===== src/rtl/precision_dispatch_scheduler_pkg.sv =====
// Shared types for the precision dispatch scheduler: precision classes,
// code-to-class mapping and scheduler states.
package tva_prec_pkg;

    typedef enum logic [1:0] {
        PREC_INT4 = 2'd0,
        PREC_INT8 = 2'd1,
        PREC_FP16 = 2'd2
    } prec_class_t;

    typedef enum logic [2:0] {
        S_IDLE   = 3'd0,
        S_LAUNCH = 3'd1,
        S_WAIT   = 3'd2,
        S_SCAN   = 3'd3,
        S_DONE   = 3'd4
    } state_t;

    // Every code above 1 (including 4'hF) falls into the fp16 class.
    function automatic prec_class_t code_to_class(input logic [3:0] code);
        if (code == 4'd0) begin
            return PREC_INT4;
        end else if (code == 4'd1) begin
            return PREC_INT8;
        end
        return PREC_FP16;
    endfunction

endpackage


===== src/rtl/precision_dispatch_scheduler_counter.sv =====
// Combinational per-class population count over the flattened 4-bit code vector.
module prec_class_counter
    import tva_prec_pkg::*;
#(
    parameter int L  = 8,
    parameter int CW = $clog2(L + 1)
) (
    input  logic [4*L-1:0] codes,
    output logic [CW-1:0]  cnt_int4,
    output logic [CW-1:0]  cnt_int8,
    output logic [CW-1:0]  cnt_fp16
);

    always_comb begin
        cnt_int4 = '0;
        cnt_int8 = '0;
        cnt_fp16 = '0;
        for (int t = 0; t < L; t++) begin
            case (code_to_class(codes[4*t +: 4]))
                PREC_INT4: cnt_int4 = cnt_int4 + CW'(1);
                PREC_INT8: cnt_int8 = cnt_int8 + CW'(1);
                default:   cnt_fp16 = cnt_fp16 + CW'(1);
            endcase
        end
    end

endmodule


===== src/rtl/precision_dispatch_scheduler.sv =====
// Runs the precision assigner once, latches its codes and class counts, then
// streams token indices grouped by class (int4, int8, fp16) over valid/ready.
module precision_dispatch_scheduler
    import tva_prec_pkg::*;
#(
    parameter int L  = 8,
    parameter int TW = $clog2(L),
    parameter int CW = $clog2(L + 1)
) (
    input  logic           clk,
    input  logic           rst,
    input  logic           start,
    output logic           busy,
    output logic           done,
    output logic           asg_start,
    input  logic           asg_done,
    input  logic [4*L-1:0] asg_prec,
    output logic           out_valid,
    input  logic           out_ready,
    output logic [TW-1:0]  out_token,
    output logic [1:0]     out_prec,
    output logic           out_last,
    output logic [CW-1:0]  cnt_int4,
    output logic [CW-1:0]  cnt_int8,
    output logic [CW-1:0]  cnt_fp16
);

    // Handshake: a token transfers on a rising edge where out_valid and
    // out_ready are both high; out_valid is a function of registered state only,
    // and token/class are held while out_valid=1 and out_ready=0.

    state_t       state;
    state_t       state_next;
    logic [4*L-1:0] code_q;
    logic [CW-1:0]  cnt_int4_q, cnt_int8_q, cnt_fp16_q;
    logic [CW-1:0]  cnt_int4_in, cnt_int8_in, cnt_fp16_in;
    prec_class_t    cls;
    logic [TW-1:0]  ptr;
    logic [CW-1:0]  emitted;

    logic [3:0] cur_code;
    logic       scanning;
    logic       match;
    logic       step;
    logic       handshake;
    logic       last_tok;

    prec_class_counter #(.L(L), .CW(CW)) u_counter (
        .codes    (asg_prec),
        .cnt_int4 (cnt_int4_in),
        .cnt_int8 (cnt_int8_in),
        .cnt_fp16 (cnt_fp16_in)
    );

    assign cur_code  = code_q[{ptr, 2'b00} +: 4];
    assign scanning  = (state == S_SCAN);
    assign match     = scanning && (code_to_class(cur_code) == cls);
    assign step      = scanning && (!match || out_ready);
    assign handshake = match && out_ready;
    assign last_tok  = match && (emitted == CW'(L - 1));

    always_ff @(posedge clk) begin
        if (rst) begin
            state <= S_IDLE;
        end else begin
            state <= state_next;
        end
    end

    always_comb begin
        state_next = state;
        case (state)
            S_IDLE:   if (start) state_next = S_LAUNCH;
            S_LAUNCH: state_next = S_WAIT;
            S_WAIT:   if (asg_done) state_next = S_SCAN;
            S_SCAN:   if (handshake && last_tok) state_next = S_DONE;
            S_DONE:   state_next = S_IDLE;
            default:  state_next = S_IDLE;
        endcase
    end

    always_ff @(posedge clk) begin
        if (rst) begin
            code_q     <= '0;
            cnt_int4_q <= '0;
            cnt_int8_q <= '0;
            cnt_fp16_q <= '0;
            cls        <= PREC_INT4;
            ptr        <= '0;
            emitted    <= '0;
        end else if (state == S_WAIT && asg_done) begin
            code_q     <= asg_prec;
            cnt_int4_q <= cnt_int4_in;
            cnt_int8_q <= cnt_int8_in;
            cnt_fp16_q <= cnt_fp16_in;
            cls        <= PREC_INT4;
            ptr        <= '0;
            emitted    <= '0;
        end else if (scanning) begin
            if (step) begin
                if (ptr == TW'(L - 1)) begin
                    ptr <= '0;
                    // The final fp16 handshake always ends the run, so cls saturates.
                    if (cls != PREC_FP16) cls <= prec_class_t'(cls + 2'd1);
                end else begin
                    ptr <= ptr + TW'(1);
                end
            end
            if (handshake) emitted <= emitted + CW'(1);
        end
    end

    // Outputs are forced low while reset is asserted.
    always_comb begin
        busy      = !rst && (state != S_IDLE);
        done      = !rst && (state == S_DONE);
        asg_start = !rst && (state == S_LAUNCH);
        out_valid = !rst && match;
        out_last  = !rst && last_tok;
        out_token = (!rst && scanning) ? ptr : '0;
        out_prec  = (!rst && scanning) ? cls : 2'd0;
        cnt_int4  = rst ? '0 : cnt_int4_q;
        cnt_int8  = rst ? '0 : cnt_int8_q;
        cnt_fp16  = rst ? '0 : cnt_fp16_q;
    end

endmodule

===== config.mk =====
export PLATFORM = sky130hd
export DESIGN_NAME = precision_dispatch_scheduler
export DESIGN_NICKNAME = d
export VERILOG_FILES = /design/src/rtl/precision_dispatch_scheduler_pkg.sv /design/src/rtl/precision_dispatch_scheduler_counter.sv /design/src/rtl/precision_dispatch_scheduler.sv
export SDC_FILE = /design/constraint.sdc
export NUM_CORES = 1
export LEC_CHECK = 0
export ABC_AREA = 1
export ABC_CLOCK_PERIOD_IN_PS = 7400
export BUFFER_PORTS_ARGS = -buffer_cell sky130_fd_sc_hd__buf_2
export CAP_MARGIN = 20
export CORE_ASPECT_RATIO = 0.75
export CORE_MARGIN = 3
export CORE_UTILIZATION = 60
export CTS_BUF_LIST = sky130_fd_sc_hd__clkbuf_8 sky130_fd_sc_hd__clkbuf_16
export DETAILED_ROUTE_END_ITERATION = 16
export GPL_ROUTABILITY_DRIVEN = 0
export PLACE_DENSITY = 0.82
export SYNTH_ARGS = -nofsm -noshare
export SYNTH_HDL_FRONTEND = slang
export SYNTH_HIERARCHICAL = 1
export SYNTH_SLANG_ARGS = --single-unit

===== constraint.sdc =====
create_clock -name clk -period 7.4 [get_ports clk]
set_input_delay 0.37 -clock clk [delete_from_list [all_inputs] [get_ports clk]]
set_output_delay 0.37 -clock clk [all_outputs]
set_load 0.005 [all_outputs]

---- After elaboration in Yosys (flattened, before gate mapping) ----
Cells that the tools add are included.
word-level totals
  word-level logic and storage cells ...... 187
  flip-flop bits (word level) ............. 56
operators by class
  $add $sub $neg .......................... 24
  equality and inequality tests ........... 28
  reduce and logical (&&, ||, !) cells .... 47
  shifts and indexed selects .............. 1
  mux-type cells .......................... 79
operators by type and width
  operator                                              count
  2-to-1 mux 4 bit                                      24
  adder 4 x 1 -> 4 bit (second input constant)          19
  2-to-1 mux 2 bit                                      28
  equality test 4 x 1 -> 1 bit (second input constant)  9
  zero test 4 bit                                       9
  variable part select 32 x 6 -> 4 bit                  1
  2-to-1 mux 1 bit                                      21
  OR reduction 2 bit                                    9
  equality test 2 x 1 -> 1 bit (second input constant)  8
  zero test 2 bit                                       8
  2-to-1 mux 3 bit                                      5
  logical AND 1 bit                                     12
  one-hot mux 3 bit (4 select lines)                    1
  adder 1 x 1 -> 2 bit (second input constant)          3
  equality test 3 x 2 -> 1 bit (second input constant)  2
  equality test 3 bit (second input constant)           2
  inequality test 2 bit (second input constant)         3
  equality test 4 x 3 -> 1 bit (second input constant)  1
  AND reduction 2 bit                                   2
  AND reduction 4 bit                                   1
  adder 3 x 1 -> 3 bit (second input constant)          1
  equality test 3 x 1 -> 1 bit (second input constant)  1
  zero test 3 bit                                       1
  AND reduction 3 bit                                   1
  6 further kinds                                       7

---- Longest topological paths before layout ----
Gate-level depths: netlist (run 1).
  depth in word-level cells ............... 21
  gate-level depth with buffers ........... 29
  mapped depth without buffers ............ 29

---- Modules after synthesis ----
Netlist (run 1), hierarchy kept.
modules (own cells, without submodules)
  module                        cells an instance  times used  area an instance (µm²)
  precision_dispatch_scheduler  371                1           2598.7
  prec_class_counter            382                1           1960.6

---- Worst setup path before layout (run 1) ----
No wires, ideal clock.
  path type ............................... input to register
  start point ............................. input asg_prec[2]
  end point ............................... register cnt_int4_q[1]
  cell stages on the path ................. 27
  data arrival time ....................... 3652 ps
  setup slack ............................. 3619 ps
  cells stage by stage .................... inv_1 > nand2_1 > nor3_1 > ha_1 > inv_1 > nand2_1 > nand2_2 > ha_1 > inv_1 > nand2_1 > o21ai_1 > inv_1 > ha_1 > or2_1 > nand2_1 > inv_1 > ha_1 > nand2_1 > nand2_1 > ha_1 > nand2_1 > nand2_1 > ha_1 > nor2_1 > a31oi_1 > o21ai_0 > a21oi_1
on the way
  longest elaborated chain between the ends .. 20
  elaborated cells between the ends (all ways) .. 22
RTL lines
  what                          RTL line                                    text
  start: declaration            precision_dispatch_scheduler.sv:17          input logic [4*L-1:0] asg_prec,
  equality test 4 x 1 -> 1 bit  precision_dispatch_scheduler_pkg.sv:23      end else if (code == 4'd1) begin
  2-to-1 mux 1 bit              precision_dispatch_scheduler_pkg.sv:23
  2-to-1 mux 1 bit              precision_dispatch_scheduler_pkg.sv:21      if (code == 4'd0) begin
  2-to-1 mux 2 bit *            precision_dispatch_scheduler_pkg.sv:26      return PREC_FP16;
  zero test 2 bit *             precision_dispatch_scheduler_counter.sv:19  case (code_to_class(codes[4*t +: 4]))
  2-to-1 mux 1 bit *            precision_dispatch_scheduler_counter.sv:19
  adder 1 x 1 -> 2 bit          precision_dispatch_scheduler_counter.sv:20  PREC_INT4: cnt_int4 = cnt_int4 + CW'(1);
  2-to-1 mux 4 bit *            precision_dispatch_scheduler_counter.sv:19
  (+5 left out)                 --
  2-to-1 mux 4 bit *            precision_dispatch_scheduler_counter.sv:19
  adder 4 x 1 -> 4 bit          precision_dispatch_scheduler_counter.sv:20
  2-to-1 mux 4 bit *            precision_dispatch_scheduler_counter.sv:19
  adder 4 x 1 -> 4 bit          precision_dispatch_scheduler_counter.sv:20
  2-to-1 mux 4 bit *            precision_dispatch_scheduler_counter.sv:19
  adder 4 x 1 -> 4 bit          precision_dispatch_scheduler_counter.sv:20
  2-to-1 mux 4 bit *            precision_dispatch_scheduler_counter.sv:19
  named net cnt_int4_in[1]      precision_dispatch_scheduler.sv:36          logic [CW-1:0] cnt_int4_in, cnt_int8_in, cnt_fp16_in;
  end signal: assignment        precision_dispatch_scheduler.sv:93          cnt_int4_q <= cnt_int4_in;
  end: declaration              precision_dispatch_scheduler.sv:35          logic [CW-1:0] cnt_int4_q, cnt_int8_q, cnt_fp16_q;
Mark *: on every way through the listed nets, which the timed path passes. The rest lies on a longest branch.
A chain may end at the register's enable or synchronous reset.

---- Worst setup path after layout (run 1) ----
  start point ............................. input asg_prec[7]
  end point ............................... register cnt_int4_q[1]
on the way
  longest elaborated chain between the ends .. 18
  elaborated cells between the ends (all ways) .. 20
RTL lines
  what                          RTL line
  equality test 4 x 1 -> 1 bit  precision_dispatch_scheduler_pkg.sv:23
  2-to-1 mux 1 bit              precision_dispatch_scheduler_pkg.sv:23
  2-to-1 mux 1 bit              precision_dispatch_scheduler_pkg.sv:21
  2-to-1 mux 2 bit *            precision_dispatch_scheduler_pkg.sv:26
  zero test 2 bit *             precision_dispatch_scheduler_counter.sv:19
  2-to-1 mux 4 bit *            precision_dispatch_scheduler_counter.sv:19
  adder 4 x 1 -> 4 bit          precision_dispatch_scheduler_counter.sv:20
  2-to-1 mux 4 bit *            precision_dispatch_scheduler_counter.sv:19
  (+3 left out)                 --
  2-to-1 mux 4 bit *            precision_dispatch_scheduler_counter.sv:19
  adder 4 x 1 -> 4 bit          precision_dispatch_scheduler_counter.sv:20
  2-to-1 mux 4 bit *            precision_dispatch_scheduler_counter.sv:19
  adder 4 x 1 -> 4 bit          precision_dispatch_scheduler_counter.sv:20
  2-to-1 mux 4 bit *            precision_dispatch_scheduler_counter.sv:19
  adder 4 x 1 -> 4 bit          precision_dispatch_scheduler_counter.sv:20
  2-to-1 mux 4 bit *            precision_dispatch_scheduler_counter.sv:19
  named net cnt_int4_in[1]      precision_dispatch_scheduler.sv:36
Marks and branches as above.

==> metrics.txt, run 1 <==
# TYPE chip_impl_metric gauge
chip_impl_info{name="outcome",value="finished, final reports clean"} 1
chip_impl_metric{name="p_total",unit="W"} 0.000805
chip_impl_metric{name="met1_track_utilization_from_global_routing",unit="%"} 34.2
chip_impl_info{name="worst_setup_path_start_kind",value="input pin"} 1
chip_impl_metric{name="design.die.area",unit="um2"} 8690
chip_impl_metric{name="register_area",unit="um2"} 1120
chip_impl_metric{name="critPathArrivalTime",unit="ps"} 4240
chip_impl_metric{name="fin_crit_sh",unit="%"} 54.8
chip_impl_metric{name="max_cap_viol_count",unit=""} 0
chip_impl_metric{name="first_iter_violations",unit=""} 334
chip_impl_metric{name="totalNegativeSetupSlack",unit="ps"} 0
chip_impl_info{name="hold_path.class",value="in -> reg"} 1
chip_impl_info{name="crit-reg2reg-launch",value="ptr[0]$_SDFFE_PP0P_"} 1
chip_impl_metric{name="grt_start_max_net_pins",unit=""} 90
chip_impl_metric{name="grt_pass1_vias",unit=""} 4224
chip_impl_info{name="ctsRootBufferMaster",value="sky130_fd_sc_hd__clkbuf_8"} 1
chip_impl_metric{name="tritoncts.num_buffers",unit=""} 5
chip_impl_metric{name="net_count_of_the_mapped_netlist",unit=""} 814
chip_impl_metric{name="cts_setup_buffers",unit=""} 0
chip_impl_metric{name="cts_hold_repair.buffers",unit=""} 0
chip_impl_metric{name="hold-path-cell-count",unit=""} 3
chip_impl_metric{name="max_slew.worst_pin.slew",unit="ps"} 738
chip_impl_metric{name="vias",unit=""} 4661
chip_impl_metric{name="grt.met2_usage",unit="%"} 43.0
chip_impl_metric{name="ios",unit=""} 59
chip_impl_info{name="criticalPathCategory",value="in -> reg"} 1
chip_impl_metric{name="synth.cell_area",unit="um2"} 4560
chip_impl_metric{name="drtPass1Iterations",unit=""} 6
chip_impl_metric{name="period_needed",unit="ps"} 4060
chip_impl_metric{name="fp.dieH",unit="um"} 81.5
chip_impl_metric{name="cts_max_level",unit=""} 2
chip_impl_metric{name="yosysSeqAreaShare",unit="%"} 24.6
chip_impl_metric{name="async_reset_ff_share",unit="%"} 0
chip_impl_metric{name="drive_above_1_share",unit="%"} 18.2
chip_impl_metric{name="setup_viol",unit=""} 0
chip_impl_metric{name="synth_seq_cells",unit=""} 56
chip_impl_metric{name="gr-usage-all-layers",unit="%"} 25.0
chip_impl_metric{name="reg2reg_depth",unit=""} 11
chip_impl_info{name="tritoncts_clock_tree",value="yes"} 1
chip_impl_metric{name="grt_antenna_before_repair",unit=""} 0
chip_impl_metric{name="timing.critical_path.fanout_max",unit=""} 4
chip_impl_metric{name="synth.distinct_cells",unit=""} 34
chip_impl_metric{name="crit_required",unit="ps"} 7580
chip_impl_metric{name="postSynthAreaPerCell",unit="um2"} 6.05
chip_impl_info{name="worst_hold_path.endpoint",value="code_q[30]$_SDFFE_PP0P_"} 1
chip_impl_metric{name="drcViolationCount",unit=""} 0
chip_impl_metric{name="antenna_left",unit=""} 0
chip_impl_info{name="worstSetupEndpointType",value="flip-flop"} 1
chip_impl_info{name="ys.flop_type",value="sky130_fd_sc_hd__dfxtp_1"} 1
chip_impl_info{name="mostFrequentLayoutCell",value="sky130_fd_sc_hd__nand2_1"} 1
chip_impl_metric{name="via_density_per_instance",unit=""} 5.18
chip_impl_metric{name="clkSlewWorstSetupHoldPaths",unit="ps"} 100
chip_impl_metric{name="core-area",unit="um2"} 7090
chip_impl_metric{name="met3_demand_to_capacity_share_in_global_routing",unit="%"} 3.77
chip_impl_metric{name="postLayoutCoreUtil",unit="%"} 70.6
chip_impl_metric{name="placementRows",unit=""} 26
chip_impl_metric{name="vdd.ir_drop.worst",unit="V"} 0.000104
chip_impl_info{name="hold_path.startpoint",value="asg_prec[30]"} 1
chip_impl_metric{name="port_buffers",unit=""} 58
chip_impl_metric{name="first_pass_grt_wire_length",unit="mm"} 18.1
chip_impl_metric{name="clock-sinks",unit=""} 56
chip_impl_metric{name="final_net_count",unit=""} 862
chip_impl_metric{name="clock-skew-final",unit="ps"} 13.5
chip_impl_metric{name="dpl.hpwl",unit="mm"} 8.37
chip_impl_info{name="busiest_layer",value="met2"} 1
chip_impl_metric{name="ys_warn_count",unit=""} 6
chip_impl_metric{name="maxClockFrequency",unit="MHz"} 246
chip_impl_metric{name="ff2ff_setup_slack",unit="ps"} 5080
chip_impl_metric{name="num_antenna_cells",unit=""} 0
chip_impl_info{name="yosys-top-cells-area",value="sky130_fd_sc_hd__dfxtp_1, sky130_fd_sc_hd__nand2_1, sky130_fd_sc_hd__inv_1, sky130_fd_sc_hd__nand3_1, sky130_fd_sc_hd__ha_1"} 1
chip_impl_metric{name="insertion_delay",unit="ps"} 320
chip_impl_metric{name="synth_enable_flop_cells",unit=""} 0
chip_impl_info{name="synth_largest_area_cell",value="sky130_fd_sc_hd__dfxtp_1"} 1
chip_impl_metric{name="slew_headroom",unit="%"} 50.8
chip_impl_metric{name="starting_density_of_the_core",unit="%"} 64.3
chip_impl_metric{name="timing.final.max_slew_violations",unit=""} 0
chip_impl_metric{name="final.fill_count",unit=""} 632
chip_impl_metric{name="hold_violations",unit=""} 0
chip_impl_metric{name="multi_input_comb_area",unit="um2"} 2810
chip_impl_metric{name="cts.repair.resized",unit=""} 0
chip_impl_metric{name="die_x",unit="um"} 107
chip_impl_metric{name="cts_max_path_buffers",unit=""} 2
chip_impl_metric{name="global_route.overflow_total",unit=""} 0
chip_impl_metric{name="p_leak",unit="nW"} 2.61
chip_impl_metric{name="route.final.wire_length",unit="mm"} 10.7
chip_impl_metric{name="routedWlPerCell",unit="um"} 11.8
chip_impl_metric{name="synthesis.instances",unit=""} 753
chip_impl_metric{name="syn_to_final_growth",unit="%"} 9.82
chip_impl_metric{name="synthDominantCellAreaShare",unit="%"} 24.6
chip_impl_info{name="worstReg2RegEnd",value="emitted[3]$_SDFFE_PP0P_"} 1
chip_impl_info{name="layout.cells.most_common_list",value="sky130_fd_sc_hd__nand2_1, sky130_fd_sc_hd__inv_1, sky130_fd_sc_hd__nor2_1"} 1
chip_impl_info{name="grt_setup_unrepaired",value="false"} 1
chip_impl_metric{name="power_density_over_the_cells",unit="nW/um2"} 161
## layout make-up
cell class              instances  area share, %
clock buffers                   5           1.37
multi-input cells             536           56.1
well taps                      98           2.45
flip-flops and latches         56           22.4
inverters                     142           10.7
clock inverters                 3          0.400
repair buffers                 60           6.50
## cell families (layout without fill, tap and decap cells)
logic type / Yosys count / after routing / share of synthesized area (%)
xor gates and xnor gates: 11 / 11 / 2.11
DFF: 56 / 56 / 24.6
adders and majority gates: 24 / 24 / 6.59
buffers and inverters: 161 / 210 / 13.9
and+or+nand+nor: 382 / 382 / 39.2
AOI/OAI and AO/OA: 119 / 119 / 13.7
## per-stage QoR
| step | worst slack (ps) | cells | instance area (um2) | hold slack [ps] |
|---|---|---|---|---|
| global route | 2960 | 900 | 5010 | 363 |
| detailed placement | 3050 | 892 | 4920 | 436 |
| CTS | 3370 | 900 | 5010 | 347 |
| global placement | 3270 | 891 | 4890 | 431 |
| floorplan | 3620 | 753 | 4560 | 420 |
| finish | 3340 | 900 | 5010 | 350 |
## registers in the layout, indices dropped and copies added (netlist names)
signal	count
ptr	3
state	3
cls	2
code_q	32
emitted	4
cnt_int8_q	4
cnt_fp16_q	4
cnt_int4_q	4
## where the power goes
group          internal [W]  leakage [nW]  switching (W)
clock network     0.0000664        0.0455       0.000105
logic             0.0000997          2.11       0.000184
registers          0.000333         0.456      0.0000171
## metal layers
metal  wire length [um]  up-vias
li1                   -     2455
met1               5340     2075
met2               4710      123
met3                545        8
met4                 68        0
met5                  0        -
## Yosys cell counts, types with 12 or more instances
cell                       count
sky130_fd_sc_hd__dfxtp_1      56
sky130_fd_sc_hd__nand2_1     172
sky130_fd_sc_hd__ha_1         24
sky130_fd_sc_hd__clkbuf_1     16
sky130_fd_sc_hd__a21oi_1      54
sky130_fd_sc_hd__nand3_1      62
sky130_fd_sc_hd__nor2_1       74
sky130_fd_sc_hd__o21ai_0      52
sky130_fd_sc_hd__nand3_2      12
sky130_fd_sc_hd__inv_1       127
sky130_fd_sc_hd__inv_2        12
sky130_fd_sc_hd__nand2_2      27
## worst max-delay path, stage by stage
cell,delay [ps]
sky130_fd_sc_hd__buf_2,120
sky130_fd_sc_hd__inv_1,50
sky130_fd_sc_hd__nand2_1,70
sky130_fd_sc_hd__nor3_1,290
sky130_fd_sc_hd__ha_1,350
sky130_fd_sc_hd__inv_1,70
sky130_fd_sc_hd__nand2_1,80
sky130_fd_sc_hd__nand2_2,100
sky130_fd_sc_hd__ha_1,230
sky130_fd_sc_hd__inv_1,50
sky130_fd_sc_hd__nand2_1,40
sky130_fd_sc_hd__o21ai_1,140
sky130_fd_sc_hd__inv_1,80
sky130_fd_sc_hd__ha_1,260
sky130_fd_sc_hd__or2_1,250
sky130_fd_sc_hd__nand2_1,100
sky130_fd_sc_hd__inv_1,50
sky130_fd_sc_hd__ha_1,260
sky130_fd_sc_hd__nand2_1,110
sky130_fd_sc_hd__nand2_1,90
sky130_fd_sc_hd__ha_1,270
sky130_fd_sc_hd__nand2_1,100
sky130_fd_sc_hd__nand2_1,80
sky130_fd_sc_hd__ha_1,280
sky130_fd_sc_hd__nor2_1,110
sky130_fd_sc_hd__a31oi_1,40
sky130_fd_sc_hd__o21ai_0,150
sky130_fd_sc_hd__a21oi_1,60
## worst max-delay path by stage
stage                            from                          to  slack, ps  cells past startpoint
final                     asg_prec[7]  cnt_int4_q[1]$_SDFFE_PP0P_       3340                     28
after global routing      asg_prec[7]  cnt_int4_q[1]$_SDFFE_PP0P_       2960                     28
after CTS                 asg_prec[7]  cnt_int4_q[1]$_SDFFE_PP0P_       3370                     28
after detailed placement  asg_prec[7]  cnt_int4_q[1]$_SDFFE_PP0P_       3050                     28
after global placement    asg_prec[6]  cnt_int4_q[1]$_SDFFE_PP0P_       3270                     28
after floorplan           asg_prec[2]  cnt_int4_q[1]$_SDFFE_PP0P_       3620                     27
Power figures use the tool's default switching activity.
==> run 2, diff against run 1 <==
--- a/config.mk
+++ b/config.mk
@@ -5,17 +5,17 @@
 export SDC_FILE = /design/constraint.sdc
 export NUM_CORES = 1
 export LEC_CHECK = 0
-export ABC_AREA = 1
-export ABC_CLOCK_PERIOD_IN_PS = 7400
+export ABC_AREA = 0
+export ABC_CLOCK_PERIOD_IN_PS = 3800
 export BUFFER_PORTS_ARGS = -buffer_cell sky130_fd_sc_hd__buf_2
 export CAP_MARGIN = 20
 export CORE_ASPECT_RATIO = 0.75
 export CORE_MARGIN = 3
-export CORE_UTILIZATION = 60
+export CORE_UTILIZATION = 58
 export CTS_BUF_LIST = sky130_fd_sc_hd__clkbuf_8 sky130_fd_sc_hd__clkbuf_16
 export DETAILED_ROUTE_END_ITERATION = 16
 export GPL_ROUTABILITY_DRIVEN = 0
-export PLACE_DENSITY = 0.82
+export PLACE_DENSITY = 0.81
 export SYNTH_ARGS = -nofsm -noshare
 export SYNTH_HDL_FRONTEND = slang
 export SYNTH_HIERARCHICAL = 1
==> constraint.sdc (replaced) <==
create_clock -name clk -period 3.8 [get_ports clk]
set_input_delay 0.19 -clock clk [delete_from_list [all_inputs] [get_ports clk]]
set_output_delay 0.19 -clock clk [all_outputs]
set_load 0.005 [all_outputs]
==> run 2 against run 1 <==
  * Clock power increased by 140%
  * Setup slack got worse by 3200 ps
  * Area after synthesis decreased by 8.8%
  * Final cell count decreased by 20%
  * Die area decreased by 5.3%
  * Via count decreased by 13%
  * Non-clock buffer count increased by 42
==> metrics.txt, run 2 <==
# TYPE chip_impl_metric gauge
chip_impl_info{name="outcome",value="finished, final reports clean"} 1
chip_impl_info{name="registers.top_by_ff_count",value="code_q"} 1
chip_impl_metric{name="drcViolationCount",unit=""} 0
chip_impl_metric{name="die_x",unit="um"} 104
chip_impl_metric{name="synthDominantCellAreaShare",unit="%"} 27.0
chip_impl_metric{name="fp.dieH",unit="um"} 79.3
chip_impl_metric{name="first_iter_violations",unit=""} 202
chip_impl_metric{name="routedWlPerCell",unit="um"} 15.1
chip_impl_metric{name="drtPass1Iterations",unit=""} 4
chip_impl_metric{name="critPathArrivalTime",unit="ps"} 3950
chip_impl_metric{name="net_count_of_the_mapped_netlist",unit=""} 597
chip_impl_metric{name="max_slew.worst_pin.slew",unit="ps"} 681
chip_impl_metric{name="port_buffers",unit=""} 58
chip_impl_metric{name="vias",unit=""} 4063
chip_impl_metric{name="gr-usage-all-layers",unit="%"} 25.8
chip_impl_metric{name="final_cell_count_without_fillers",unit=""} 718
chip_impl_metric{name="cts_hold_repair.buffers",unit=""} 0
chip_impl_metric{name="ios",unit=""} 59
chip_impl_info{name="synth.most_common_cell",value="sky130_fd_sc_hd__nand2_1"} 1
chip_impl_metric{name="vdd.ir_drop.worst",unit="V"} 0.000225
chip_impl_info{name="ctsRootBufferMaster",value="sky130_fd_sc_hd__clkbuf_8"} 1
chip_impl_metric{name="tritoncts.num_buffers",unit=""} 5
chip_impl_metric{name="synth.distinct_cells",unit=""} 61
chip_impl_metric{name="post_synth_mux_area_share",unit="%"} 7.10
chip_impl_metric{name="max_ffs_per_register",unit=""} 32
chip_impl_metric{name="num_antenna_cells",unit=""} 0
chip_impl_info{name="synth.top_cells.by_count",value="sky130_fd_sc_hd__nand2_1, sky130_fd_sc_hd__a21oi_1, sky130_fd_sc_hd__dfxtp_1"} 1
chip_impl_metric{name="design.die.area",unit="um2"} 8230
chip_impl_metric{name="grt_start_max_net_pins",unit=""} 46
chip_impl_metric{name="complex_gate_fraction_of_the_synthesized_area",unit="%"} 13.7
chip_impl_metric{name="cts_max_level",unit=""} 2
chip_impl_metric{name="hold_violations",unit=""} 0
chip_impl_metric{name="insertion_delay",unit="ps"} 310
chip_impl_metric{name="setup_viol",unit=""} 0
chip_impl_metric{name="maxClockFrequency",unit="MHz"} 271
chip_impl_metric{name="post_dp_cell_area",unit="um2"} 4860
chip_impl_info{name="mostFrequentLayoutCell",value="sky130_fd_sc_hd__nand2_1"} 1
chip_impl_metric{name="async_reset_ff_share",unit="%"} 0
chip_impl_metric{name="p_leak",unit="nW"} 1.99
chip_impl_metric{name="syn_to_final_growth",unit="%"} 21.8
chip_impl_metric{name="final_net_count",unit=""} 680
chip_impl_metric{name="grt_pass1_vias",unit=""} 3992
chip_impl_metric{name="global_route.overflow_total",unit=""} 0
chip_impl_metric{name="synthesis.instances",unit=""} 536
chip_impl_metric{name="ys_warn_count",unit=""} 6
chip_impl_metric{name="clkSlewWorstSetupHoldPaths",unit="ps"} 110
chip_impl_metric{name="period_needed",unit="ps"} 3700
chip_impl_metric{name="fin_crit_sh",unit="%"} 97.2
chip_impl_info{name="tritoncts_clock_tree",value="yes"} 1
chip_impl_info{name="synth_largest_area_cell",value="sky130_fd_sc_hd__dfxtp_1"} 1
chip_impl_metric{name="grt_antenna_before_repair",unit=""} 0
chip_impl_metric{name="dp_slack",unit="ps"} -239
chip_impl_info{name="synth_top_family_by_area",value="simple AND/OR/NAND/NOR gates"} 1
chip_impl_metric{name="hold_ws",unit="ps"} 130
chip_impl_metric{name="multi_input_comb_area",unit="um2"} 3010
chip_impl_metric{name="dpl.hpwl",unit="mm"} 7.82
chip_impl_metric{name="synth.cell_area",unit="um2"} 4160
chip_impl_metric{name="place.detailed.instances",unit=""} 708
chip_impl_metric{name="antenna_left",unit=""} 0
chip_impl_metric{name="starting_density_of_the_core",unit="%"} 60.3
chip_impl_metric{name="clock-sinks",unit=""} 56
chip_impl_metric{name="register_area",unit="um2"} 1120
chip_impl_metric{name="clock-skew-final",unit="ps"} 5.75
chip_impl_metric{name="post-route-cell-area",unit="um2"} 5060
chip_impl_metric{name="slew_headroom",unit="%"} 54.3
chip_impl_metric{name="drive_above_1_share",unit="%"} 25.6
chip_impl_metric{name="crit_required",unit="ps"} 4050
chip_impl_metric{name="placementRows",unit=""} 26
chip_impl_info{name="yosys-top-cells-area",value="sky130_fd_sc_hd__dfxtp_1, sky130_fd_sc_hd__nand2_1, sky130_fd_sc_hd__a21oi_1, sky130_fd_sc_hd__ha_1, sky130_fd_sc_hd__xnor2_1"} 1
chip_impl_metric{name="power_density_over_the_cells",unit="nW/um2"} 301
chip_impl_metric{name="final.fill_count",unit=""} 548
chip_impl_metric{name="first_pass_grt_wire_length",unit="mm"} 17.7
chip_impl_info{name="criticalPathCategory",value="in -> reg"} 1
chip_impl_metric{name="timing.final.max_slew_violations",unit=""} 0
chip_impl_info{name="layout.cells.most_common_list",value="sky130_fd_sc_hd__nand2_1, sky130_fd_sc_hd__a21oi_1, sky130_fd_sc_hd__buf_2"} 1
chip_impl_metric{name="max_cap_viol_count",unit=""} 0
chip_impl_metric{name="setup_ws",unit="ps"} 105
chip_impl_info{name="hold_path.class",value="in -> reg"} 1
chip_impl_metric{name="core-area",unit="um2"} 6900
chip_impl_info{name="worst_setup_path_start_kind",value="input pin"} 1
chip_impl_metric{name="via_density_per_instance",unit=""} 5.66
chip_impl_metric{name="cts_max_path_buffers",unit=""} 2
chip_impl_metric{name="synth_enable_flop_cells",unit=""} 0
chip_impl_metric{name="synthAdderAreaFrac",unit="%"} 7.22
chip_impl_info{name="ys.flop_type",value="sky130_fd_sc_hd__dfxtp_1"} 1
chip_impl_metric{name="route.final.wire_length",unit="mm"} 10.8
chip_impl_info{name="worstSetupEndpointType",value="flip-flop"} 1
chip_impl_metric{name="synth_seq_cells",unit=""} 56
chip_impl_metric{name="yosysSeqAreaShare",unit="%"} 27.0
chip_impl_metric{name="synthXorXnorAreaFrac",unit="%"} 10.9
chip_impl_metric{name="timing.critical_path.fanout_max",unit=""} 2
chip_impl_metric{name="postSynthAreaPerCell",unit="um2"} 7.76
chip_impl_metric{name="synth_simple_gate_area_share",unit="%"} 29.0
-- run 2: area by class of cell --
cell class | instances | share of cell area (%)
Inverter | 18 | 1.33
Multi-Input combinational cell | 436 | 59.5
Clock inverter | 3 | 0.939
Timing Repair Buffer | 102 | 12.3
Sequential cell | 56 | 22.1
Clock buffer | 5 | 1.36
Tap cell | 98 | 2.42
-- run 2: per-layer routing --
| layer | wire length [um] | up-vias | global-route usage [%] |
|---|---|---|---|
| met4 | 186 | 0 | 6.91 |
| met2 | 5100 | 119 | 46.1 |
| met1 | 4950 | 1921 | 32.7 |
| met5 | 0 | - | 0 |
| li1 | - | 2000 | - |
| met3 | 572 | 23 | 4.06 |
-- run 2: worst max-delay path, cell delays in order --
cell,delay [ps]
sky130_fd_sc_hd__buf_2,110
sky130_fd_sc_hd__or3_4,400
sky130_fd_sc_hd__nor2_4,120
sky130_fd_sc_hd__inv_1,50
sky130_fd_sc_hd__ha_1,220
sky130_fd_sc_hd__a21oi_4,190
sky130_fd_sc_hd__ha_4,230
sky130_fd_sc_hd__mux2_4,280
sky130_fd_sc_hd__ha_4,210
sky130_fd_sc_hd__mux2_4,280
sky130_fd_sc_hd__ha_4,210
sky130_fd_sc_hd__mux2_4,280
sky130_fd_sc_hd__ha_4,240
sky130_fd_sc_hd__mux2_4,280
sky130_fd_sc_hd__ha_4,160
sky130_fd_sc_hd__nand2_2,60
sky130_fd_sc_hd__xnor2_2,110
sky130_fd_sc_hd__xnor2_1,130
sky130_fd_sc_hd__nand2_1,70
sky130_fd_sc_hd__a21oi_1,140
-- run 2: worst paths after layout --
kind | to | cells past startpoint | slack [ps] | startpoint
worst max-delay path | cnt_int4_q[2]$_SDFFE_PP0P_ | 20 | 100 | asg_prec[1]
worst min-delay path | code_q[30]$_SDFFE_PP0P_ | 3 | 130 | asg_prec[30]
worst max register to register | emitted[3]$_SDFFE_PP0P_ | 5 | 1000 | ptr[0]$_SDFFE_PP0P_
worst min register to register | cnt_fp16_q[3]$_SDFFE_PP0P_ | 2 | 460 | cnt_fp16_q[3]$_SDFFE_PP0P_
-- run 2: stage by stage --
step	TNS, ps	util [%]	power (W)
2_1_floorplan	-21.5	-	0.000949
3_3_place_gp	-541	70.5	0.00109
3_5_place_dp	-1080	70.5	0.00110
4_1_cts	0	72.2	0.00150
5_1_grt	-70.0	73.4	0.00161
6_report	0	73.4	0.00152
-- run 2: cells by family after synthesis --
group / count (synthesis)
mux: 20
flops: 56
fa+ha+maj: 24
xor+xnor: 45
simple gates: 248
buf+inv: 44
compound gates: 99
-- run 2: repair_timing --
item	4_1_cts	5_1_grt
setup endpoints to repair	0	5
buffers inserted	0	1
gates resized for setup	0	12
-- run 2: power by group --
part	total [W]	switching (W)	internal (W)
registers	0.000619	0.0000136	0.000605
clock network	0.000403	0.000204	0.000199
logic	0.000501	0.000265	0.000236
total	0.00152	0.000483	0.00104
==> run 3, diff against run 2 <==
--- a/config.mk
+++ b/config.mk
@@ -9,13 +9,15 @@
 export ABC_CLOCK_PERIOD_IN_PS = 3800
 export BUFFER_PORTS_ARGS = -buffer_cell sky130_fd_sc_hd__buf_2
 export CAP_MARGIN = 20
+export CELL_PAD_IN_SITES_DETAIL_PLACEMENT = 0
+export CELL_PAD_IN_SITES_GLOBAL_PLACEMENT = 1
 export CORE_ASPECT_RATIO = 0.75
-export CORE_MARGIN = 3
-export CORE_UTILIZATION = 58
+export CORE_MARGIN = 5
+export CORE_UTILIZATION = 43
 export CTS_BUF_LIST = sky130_fd_sc_hd__clkbuf_8 sky130_fd_sc_hd__clkbuf_16
 export DETAILED_ROUTE_END_ITERATION = 16
 export GPL_ROUTABILITY_DRIVEN = 0
-export PLACE_DENSITY = 0.81
+export PLACE_DENSITY_LB_ADDON = 0.1
 export SYNTH_ARGS = -nofsm -noshare
 export SYNTH_HDL_FRONTEND = slang
 export SYNTH_HIERARCHICAL = 1
==> run 3 against run 2 <==
  * Clock power up 31%
  * Global-route usage fell by 6.8 points
  * Register-to-register slack improved by 30 ps
  * Flip-flop and latch count did not move
  * Critical path depth stayed put
  * Power increased by 7.1%
  * Setup slack got worse by 64 ps
  * Count of clock-buffer cells in the layout is the same
  * Clock skew grew 2.1 ps
  * Combinational power down 3%
  * Non-clock buffer count up 4
  * Hold slack gained 19 ps
  * Critical endpoint unchanged
  * Largest cell class unchanged
  * Largest power group unchanged
==> metrics.txt, run 3 (same netlist as run 2, synthesis figures left out) <==
# TYPE chip_impl_metric gauge
chip_impl_metric{name="drive_above_1_share",unit="%"} 25.6
chip_impl_metric{name="global_route.overflow_total",unit=""} 0
chip_impl_metric{name="post_dp_cell_area",unit="um2"} 4950
chip_impl_metric{name="final_cell_count_without_fillers",unit=""} 756
chip_impl_metric{name="tritoncts.num_buffers",unit=""} 5
chip_impl_metric{name="crit_required",unit="ps"} 4040
chip_impl_metric{name="cell_internal_power",unit="W"} 0.00115
chip_impl_metric{name="critPathArrivalTime",unit="ps"} 4000
chip_impl_metric{name="post-route-cell-area",unit="um2"} 5140
chip_impl_metric{name="p_leak",unit="nW"} 2.03
chip_impl_metric{name="clkSlewWorstSetupHoldPaths",unit="ps"} 80
chip_impl_metric{name="via_density_per_instance",unit=""} 5.10
chip_impl_metric{name="drcViolationCount",unit=""} 0
chip_impl_info{name="tritoncts_clock_tree",value="yes"} 1
chip_impl_metric{name="ios",unit=""} 59
chip_impl_metric{name="final_net_count",unit=""} 684
chip_impl_metric{name="power_density_over_the_cells",unit="nW/um2"} 317
chip_impl_metric{name="routedWlPerCell",unit="um"} 14.2
chip_impl_metric{name="multi_input_comb_area",unit="um2"} 2970
chip_impl_metric{name="final.fill_count",unit=""} 966
chip_impl_metric{name="cts_hold_repair.buffers",unit=""} 0
chip_impl_info{name="crit_slowest_cell",value="sky130_fd_sc_hd__or3_4"} 1
chip_impl_metric{name="fp.dieH",unit="um"} 95.2
chip_impl_metric{name="power_frac_comb",unit="%"} 29.8
chip_impl_metric{name="fin_crit_sh",unit="%"} 98.9
chip_impl_metric{name="place.detailed.instances",unit=""} 748
chip_impl_metric{name="cts_max_path_buffers",unit=""} 2
chip_impl_metric{name="syn_to_final_growth",unit="%"} 23.5
chip_impl_metric{name="core-area",unit="um2"} 9540
chip_impl_metric{name="route.final.wire_length",unit="mm"} 10.7
chip_impl_metric{name="cts_setup_buffers",unit=""} 0
chip_impl_metric{name="placementRows",unit=""} 31
chip_impl_metric{name="seq_power_share",unit="%"} 37.9
chip_impl_info{name="mostFrequentLayoutCell",value="sky130_fd_sc_hd__nand2_1"} 1
chip_impl_metric{name="worst_path_largest_cell_delay",unit="ps"} 420
chip_impl_metric{name="period_needed",unit="ps"} 3760
chip_impl_metric{name="drtPass1Iterations",unit=""} 4
chip_impl_metric{name="grt_antenna_before_repair",unit=""} 0
chip_impl_metric{name="setup_viol",unit=""} 0
chip_impl_metric{name="max_slew.worst_pin.slew",unit="ps"} 738
chip_impl_metric{name="power.share.switching",unit="%"} 29.4
chip_impl_info{name="grt_setup_unrepaired",value="true"} 1
chip_impl_metric{name="vias",unit=""} 3853
chip_impl_metric{name="timing.critical_path.fanout_max",unit=""} 2
chip_impl_metric{name="maxClockFrequency",unit="MHz"} 266
chip_impl_metric{name="grt_pass1_vias",unit=""} 3722
chip_impl_metric{name="design.die.area",unit="um2"} 11800
chip_impl_metric{name="first_iter_violations",unit=""} 180
chip_impl_info{name="worst_path_most_repeated_cell",value="sky130_fd_sc_hd__ha_4"} 1
chip_impl_metric{name="vdd.ir_drop.worst",unit="V"} 0.000193
chip_impl_metric{name="timing.final.max_slew_violations",unit=""} 0
chip_impl_info{name="critical_path.top_delay_family",value="adder cells"} 1
chip_impl_metric{name="port_buffers",unit=""} 58
chip_impl_info{name="cp_cell_sequence",value="buf_2 -> or3_4 -> nor2_4 -> ha_4 -> xnor2_2 -> inv_1 -> ha_1 -> mux2_4 -> ha_4 -> mux2_4 -> ha_4 -> mux2_4 -> ha_4 -> mux2_4 -> ha_4 -> nand2_2 -> xnor2_2 -> xnor2_1 -> nand2_1 -> a21oi_2"} 1
chip_impl_metric{name="dpl.hpwl",unit="mm"} 8.30
chip_impl_metric{name="switching_power_of_the_nets",unit="W"} 0.000479
chip_impl_metric{name="antenna_left",unit=""} 0
chip_impl_metric{name="clock-sinks",unit=""} 56
chip_impl_metric{name="first_pass_grt_wire_length",unit="mm"} 17.8
chip_impl_metric{name="p_total",unit="W"} 0.00163
chip_impl_metric{name="grt_start_max_net_pins",unit=""} 46
chip_impl_info{name="worstSetupEndpointType",value="flip-flop"} 1
chip_impl_info{name="worst_setup_path_start_kind",value="input pin"} 1
chip_impl_info{name="criticalPathCategory",value="in -> reg"} 1
chip_impl_metric{name="die_x",unit="um"} 124
chip_impl_metric{name="clock-skew-final",unit="ps"} 7.89
chip_impl_metric{name="hold_violations",unit=""} 0
chip_impl_metric{name="max_cap_viol_count",unit=""} 0
chip_impl_metric{name="register_area",unit="um2"} 1120
chip_impl_metric{name="insertion_delay",unit="ps"} 300
chip_impl_metric{name="critPathBufInv",unit=""} 2
chip_impl_info{name="registers.top_by_ff_count",value="code_q"} 1
chip_impl_metric{name="postLayoutCoreUtil",unit="%"} 53.8
chip_impl_info{name="ctsRootBufferMaster",value="sky130_fd_sc_hd__clkbuf_16"} 1
chip_impl_metric{name="clock_power_share",unit="%"} 32.3
chip_impl_info{name="outcome",value="finished, final reports clean"} 1
chip_impl_metric{name="gr-usage-all-layers",unit="%"} 18.9
chip_impl_metric{name="starting_density_of_the_core",unit="%"} 43.6
chip_impl_info{name="layout.cells.most_common_list",value="sky130_fd_sc_hd__nand2_1, sky130_fd_sc_hd__a21oi_1, sky130_fd_sc_hd__buf_2"} 1
chip_impl_metric{name="slew_headroom",unit="%"} 50.4
chip_impl_metric{name="max_ffs_per_register",unit=""} 32
chip_impl_metric{name="num_antenna_cells",unit=""} 0
chip_impl_info{name="hold_path.class",value="in -> reg"} 1
chip_impl_metric{name="cts_max_level",unit=""} 2
==> run 3: cell count changes in the layout (fill, tap and decap cells not counted), sizes merged <==
cell | before | now
clkinv | 3 | 2
buf | 102 | 106
clkinvlp | 0 | 1
==> run 3: final cells by class <==
class | instances | area share, %
clock buffer | 5 | 2.44
tap | 132 | 3.21
clock inverter | 3 | 0.828
timing repair buffer | 106 | 12.7
multi-input combinational | 436 | 57.7
inverter | 18 | 1.32
sequential | 56 | 21.8
==> run 3: what timing repair did <==
| item | 4_1_cts | 5_1_grt |
|---|---|---|
| hold endpoints to repair | 0 | 0 |
| setup endpoints to repair | 0 | 7 |
| gates resized for setup | 0 | 5 |
==> run 3: power by group through the flow <==
| stage | Clock [W] | Combinational [W] | Sequential [W] |
|---|---|---|---|
| floorplan | 0 | 0.000325 | 0.000625 |
| finish | 0.000526 | 0.000486 | 0.000618 |
| CTS | 0.000547 | 0.000486 | 0.000618 |
| global placement | 0 | 0.000476 | 0.000631 |
| global route | 0.000568 | 0.000548 | 0.000621 |
| detailed placement | 0 | 0.000480 | 0.000632 |
==> run 3: through the flow <==
| stage | worst slack [ps] | hold slack, ps | TNS (ps) |
|---|---|---|---|
| after global placement | -170 | 440 | -566 |
| after detailed placement | -239 | 443 | -871 |
| after CTS | 57.1 | 140 | 0 |
| after global routing | -95.8 | 156 | -98.8 |
| after floorplan | -14.7 | 326 | -21.5 |
| final | 40.6 | 149 | 0 |
==> run 3: metal layers <==
layer  global-route usage (%)  up-vias  routed length (um)
met5                        0        -                   0
met4                     3.59        0                  80
met3                     4.27        6                 483
met2                     30.1       70                4730
met1                     26.5     1768                5450
li1                         -     2009                   -
==> run 3: path summary, 6_finish.rpt <==
kind                            slack [ps]                    endpoint  cells after the start                     from
worst min register to register         450     code_q[21]$_SDFFE_PP0P_                      2  code_q[21]$_SDFFE_PP0P_
worst max register to register        1030     emitted[3]$_SDFFE_PP0P_                      5      ptr[0]$_SDFFE_PP0P_
worst min-delay path                   150     code_q[30]$_SDFFE_PP0P_                      3             asg_prec[30]
worst max-delay path                    40  cnt_int4_q[2]$_SDFFE_PP0P_                     20              asg_prec[2]
==> run 3: worst reg2reg max path: cells and delay by family (launching register included) <==
kind               cells  cell delay (ps)
muxes                  2             1100
and+or+nand+nor        1              520
AOI/OAI and AO/OA      2              510
DFF                    1              590
